**config.mk**
```make
export PLATFORM = sky130hd
export DESIGN_NAME = see_tmr_reg
export DESIGN_NICKNAME = d
export VERILOG_FILES = /design/src/rtl/see_tmr_reg.sv
export SDC_FILE = /design/constraint.sdc
export NUM_CORES = 1
export LEC_CHECK = 0
export ABC_AREA = 1
export BUFFER_PORTS_ARGS = -buffer_cell sky130_fd_sc_hd__buf_2
export CAP_MARGIN = 30
export CORE_MARGIN = 2
export CORE_UTILIZATION = 54
export DETAILED_ROUTE_END_ITERATION = 10
export PLACE_DENSITY = 0.81
export SLEW_MARGIN = 20
export SYNTH_ARGS = -nofsm -noshare
export SYNTH_HDL_FRONTEND = slang
export SYNTH_SLANG_ARGS = --single-unit
```
**constraint.sdc**
```tcl
create_clock -name s_clk_i -period 2.3 [get_ports s_clk_i]
set_clock_uncertainty 0.2 [all_clocks]
set_input_delay 0.69 -clock s_clk_i [delete_from_list [all_inputs] [get_ports s_clk_i]]
set_output_delay 0.69 -clock s_clk_i [all_outputs]
set_load 0.02 [all_outputs]
```
**src/rtl/see_tmr_reg.sv**
```systemverilog
// see_tmr_reg
//   Triple-redundant storage register. Three replicas of a W-bit value are
//   held side by side; each replica takes its own upset mask from the SEE
//   insertion stage every cycle. The bitwise majority vote is presented on
//   s_q_o. Disagreement among the replicas is reported per replica and in
//   aggregate. A saturating counter records the number of cycles in which
//   any disagreement was present.
//
//   Compile-time option:
//     SEE_SCRUB_EN - when defined, every replica reloads the voted value on
//                    non-write cycles (continuous correction). When undefined,
//                    each replica holds its own value, so errors accumulate.
//
//   Parameters:
//     W       width of the stored value
//     RST_VAL reset value loaded into all replicas
//     CNT_W   width of the disagreement counter
//
//   Ports:
//     s_clk_i     clock, rising edge
//     s_resetn_i  asynchronous active-low reset
//     s_we_i      write enable
//     s_d_i       write data
//     s_upset_i   per-replica flip masks (entry i flips replica i)
//     s_clr_i     synchronous clear of the disagreement counter
//     s_q_o       bitwise majority of the three replicas
//     s_err_o     some replica differs from s_q_o
//     s_erep_o    bit i set when replica i differs from s_q_o
//     s_cnt_o     saturating count of cycles with s_err_o high
module see_tmr_reg #(
   parameter int unsigned    W       = 32,
   parameter logic [W-1:0]   RST_VAL = '0,
   parameter int unsigned    CNT_W   = 8
) (
   input  logic             s_clk_i,
   input  logic             s_resetn_i,
   input  logic             s_we_i,
   input  logic [W-1:0]     s_d_i,
   input  logic [W-1:0]     s_upset_i [3],
   input  logic             s_clr_i,
   output logic [W-1:0]     s_q_o,
   output logic             s_err_o,
   output logic [2:0]       s_erep_o,
   output logic [CNT_W-1:0] s_cnt_o
);

   logic [W-1:0]     r_rep   [3];
   logic [W-1:0]     rep_nxt [3];
   logic [CNT_W-1:0] r_cnt;

   // Majority vote and disagreement flags, purely combinational.
   always_comb begin
      s_q_o = (r_rep[0] & r_rep[1]) | (r_rep[0] & r_rep[2]) | (r_rep[1] & r_rep[2]);
      s_erep_o = '0;
      for (int unsigned i = 0; i < 3; i++) begin
         s_erep_o[i[1:0]] = |(r_rep[i[1:0]] ^ s_q_o);
      end
      s_err_o = |s_erep_o;
   end

   // Upset is applied after base selection so a write in the same cycle
   // still ends up corrupted.
   always_comb begin
      for (int unsigned i = 0; i < 3; i++) begin
         rep_nxt[i[1:0]] = '0;
         if (s_we_i) begin
            rep_nxt[i[1:0]] = s_d_i;
         end else begin
`ifdef SEE_SCRUB_EN
            rep_nxt[i[1:0]] = s_q_o;
`else
            rep_nxt[i[1:0]] = r_rep[i[1:0]];
`endif
         end
         rep_nxt[i[1:0]] = rep_nxt[i[1:0]] ^ s_upset_i[i[1:0]];
      end
   end

   always_ff @(posedge s_clk_i or negedge s_resetn_i) begin
      if (!s_resetn_i) begin
         for (int unsigned i = 0; i < 3; i++) begin
            r_rep[i[1:0]] <= RST_VAL;
         end
      end else begin
         for (int unsigned i = 0; i < 3; i++) begin
            r_rep[i[1:0]] <= rep_nxt[i[1:0]];
         end
      end
   end

   always_ff @(posedge s_clk_i or negedge s_resetn_i) begin
      if (!s_resetn_i) begin
         r_cnt <= '0;
      end else if (s_clr_i) begin
         r_cnt <= '0;
      end else if (s_err_o && (r_cnt != '1)) begin
         r_cnt <= r_cnt + 1'b1;
      end
   end

   assign s_cnt_o = r_cnt;

endmodule
```
==> summary.md <==
| Metric | Value |
|---|---|
| Cts hold-fix bufs | `0` |
| Drt pass-1 iters | `5` |
| Seq cells post-synth | `104` |
| Antenna cells | `0` |
| Setup Viol. Count Final | `5` |
| Initial antenna violation count | `0` |
| 1st-iter DRT viols | `767` |
| Failing checks | `setup timing` |
| Detailed-route via count | `7349` |
| Max Cap Violations | `0` |
| DR DRC count | `0` |
| Remaining antenna violation count | `0` |
| WP data arrival | `1.89 ns` |
| Gate power share | `41.6%` |
| Max clock buf depth | `2` |
| P_leak | `4.88 nW` |
| Clock power frac | `22.3%` |
| Vias in the first global route | `6813` |
| Total power | `6.97 mW` |
| Post-Syn Area per Cell | `7.24 um2` |
| GRT Total Usage | `29.2%` |
| TritonCTS clock tree | `built` |
| CP max FO | `5` |
| Cell-internal power | `4.23 mW` |
| GR Overflow Total | `0` |
| CTS sink count | `104` |
| Total CTS buffers | `9` |
| CP peak stage delay | `0.44 ns` |
| Met2 Usage GRT | `50.4%` |
| Synth Instances | `927` |
| Slew Viols, Final | `0` |
| Final setup margin | `-0.483 ns` |
| Clk_lat worst skew | `0.35 ns` |
| Min-delay worst type | `input pin to async pin` |
| Switching Power | `2.74 mW` |
| FP Rows | `40` |
| Unrepaired setup endpoints after global routing | `yes` |
| IO buf count | `175` |
| Crit share post-route | `121%` |
| Worst-path clk slew | `0.07 ns` |
| Gr busiest metal | `met2` |
| Syn Nets | `1060` |
| Cell area after synthesis | `0.00671 mm2` |
| First-pass GRT wire length | `30600 um` |
| Core area | `0.0121 mm2` |
| Share of cells above drive strength 1 | `35.3%` |
| Min Tclk post-route | `2.78 ns` |
| H-tree depth | `3` |
| Max Clk Rate | `359 MHz` |
| Placed Instances | `1340` |
| WL per Instance | `14.3 um` |
| Clock Tree Root | `clkbuf_16` |
| DP HPWL | `14500 um` |
| Required @ worst endpoint | `1.41 ns` |
| Final wirelength | `19700 um` |
| Layout fillers | `934` |
| Yosys warns | `0` |
| Util after Layout | `76.1%` |
| Switching fraction of total power | `39.3%` |
| Max_slew headroom | `67.5%` |
| Largest net degree at the start of global routing | `76` |
| Layout Nets | `1340` |
| CP top delay family | `simple AND/OR/NAND/NOR gates` |
| Worst slew pin tran | `0.487 ns` |
| Area Overhead vs Synth | `36.8%` |
| Critical path cell sequence | `inv_2 > nand3_2 > nand2_2 > nor2_4 > nand3_2 > nor2_1 > nand2_1 > nor2_4 > nand3_4 > buf_6` |
| Routability Congestion | `0.865` |
| Pwr/cell area | `759 mW/mm2` |
| Seq/Total Area, Yosys | `38.8%` |
| GR Layer Usage met1 | `37.8%` |
| Initial core utilization | `55.7%` |
| Routing usage on met3 | `4.76%` |
| Drt via density | `5.33` |
| Die ar. | `0.0133 mm2` |
| Peak supply drop | `0.583 mV` |
| Post-synth cell types | `20` |
| Setup CP Type | `flop to output port` |
| Die Y | `115 um` |
| Sequential share of power | `36.1%` |
| Fin. Hold Viols | `0` |
| Outcome | `complete, but fails checks` |
| Slowest stage cell, crit path | `dfrtp_1` |
| WHS | `0.0896 ns` |
| I/O pin count | `176` |
| Final std cells w/o fill | `1379` |
| CP bufs+invs | `2` |
| Die W | `115 um` |
| Type of origin of the critical path | `flop` |
| Crit path capture type | `output port` |
layout by cell type, fill, tap and decap left out, types with 19 or more instances in the layout:
| cell | n |
|---|---|
| nor2_1 | 40 |
| buf_2 | 162 |
| inv_1 | 44 |
| buf_4 | 105 |
| dfrtp_1 | 91 |
| xor2_1 | 99 |
| nand2_1 | 154 |
| o21ai_0 | 153 |
| inv_2 | 63 |
| nand3_1 | 178 |
| nor2_2 | 19 |
metrics by stage:
stage | TNS (ns) | worst slack, ns | instance area, um2
2_1_floorplan | 0 | 0.228 | 6710
3_3_place_gp | -0.357 | -0.176 | 8440
3_5_place_dp | -0.448 | -0.232 | 8440
4_1_cts | -1.60 | -0.470 | 8890
5_1_grt | -2.12 | -0.551 | 9180
6_report | -1.63 | -0.483 | 9180
Yosys cell counts, drive strengths merged:
| master | n | area (um2) |
|---|---|---|
| nand3 | 191 | 968 |
| ha | 1 | 12.5 |
| nand2 | 167 | 637 |
| and3 | 1 | 6.26 |
| xnor2 | 1 | 8.76 |
| and2 | 1 | 6.26 |
| clkbuf | 10 | 37.5 |
| dfrtp | 104 | 2600 |
| xor2 | 99 | 867 |
| nor2 | 63 | 244 |
| o21ai | 168 | 841 |
| inv | 107 | 402 |
| nand4 | 9 | 56.3 |
| buf | 5 | 23.8 |
power by group through the flow:
stage	clock network, mW	registers, mW	logic, mW
after floorplan	0	2.43	1.47
after global placement	0	2.48	2.50
after detailed placement	0	2.50	2.54
after CTS	1.59	2.46	2.66
after global routing	1.68	2.56	3.19
final	1.56	2.51	2.90
registers in the layout, summed over array words and instances, names as in the netlist:
| name | cells |
|---|---|
| s_cnt_o | 8 |
| r_rep | 96 |
kinds of logic (layout without fill, tap and decap cells):
group	count (synthesis)	in the layout	synth area share, %
flip-flops	104	104	38.8
XOR/XNOR	100	100	13.0
AO/OA/AOI/OAI	168	168	12.5
adder cells (fa/ha/maj)	1	1	0.186
buffers and inverters	122	406	6.90
AND/OR/NAND/NOR	432	432	28.6
worst paths after layout:
kind	slack [ns]	startpoint	endpoint	depth (start not counted)
worst max-delay path	-0.48	r_rep[54]$_DFF_PN0_	s_err_o	10
worst min-delay path	0.09	s_resetn_i	s_cnt_o[4]$_DFFE_PN0P_	1
worst max register to register	0.15	r_rep[54]$_DFF_PN0_	s_cnt_o[0]$_DFFE_PN0P_	13
worst min register to register	0.36	s_cnt_o[3]$_DFFE_PN0P_	s_cnt_o[3]$_DFFE_PN0P_	2
max in group asynchronous	1.24	s_resetn_i	r_rep[87]$_DFF_PN0_	2
min in group s_clk_i	0.31	s_upset_i[78]	r_rep[78]$_DFF_PN0_	2
area by class of cell:
| class | count | area [um2] | share of cell area (%) |
|---|---|---|---|
| clock inverters | 4 | 52.6 | 0.572 |
| repair buffers | 284 | 1830 | 20.0 |
| well taps | 168 | 210 | 2.29 |
| flip-flops and latches | 104 | 2620 | 28.5 |
| inverters | 107 | 402 | 4.38 |
| clock buffers | 11 | 243 | 2.64 |
| multi-input cells | 701 | 3820 | 41.6 |
routing by layer:
layer,vias to the layer above,wire length [um]
met1,3397,8460
met3,34,1220
li1,3635,-
met4,0,365
met2,283,9670
met5,-,0
repair_timing:
| item | in CTS | in global routing |
|---|---|---|
| gates resized for setup | 36 | 111 |
| buffers inserted | 12 | 12 |
| endpoints found under the setup margin | 11 | 22 |
| pin swaps | 21 | 43 |
worst reg2reg max path, cell delays in order (launching register included):
cell and delay (ns):
dfrtp_1 0.44, inv_2 0.09, nand3_2 0.08, nand2_2 0.07
nor2_4 0.13, nand3_2 0.09, nor2_1 0.12, nand2_1 0.10
nor2_4 0.15, nand3_4 0.12, buf_4 0.19, nand2_4 0.11
nand3_1 0.10, nand2_1 0.09
(Power assumes the default switching activity.)
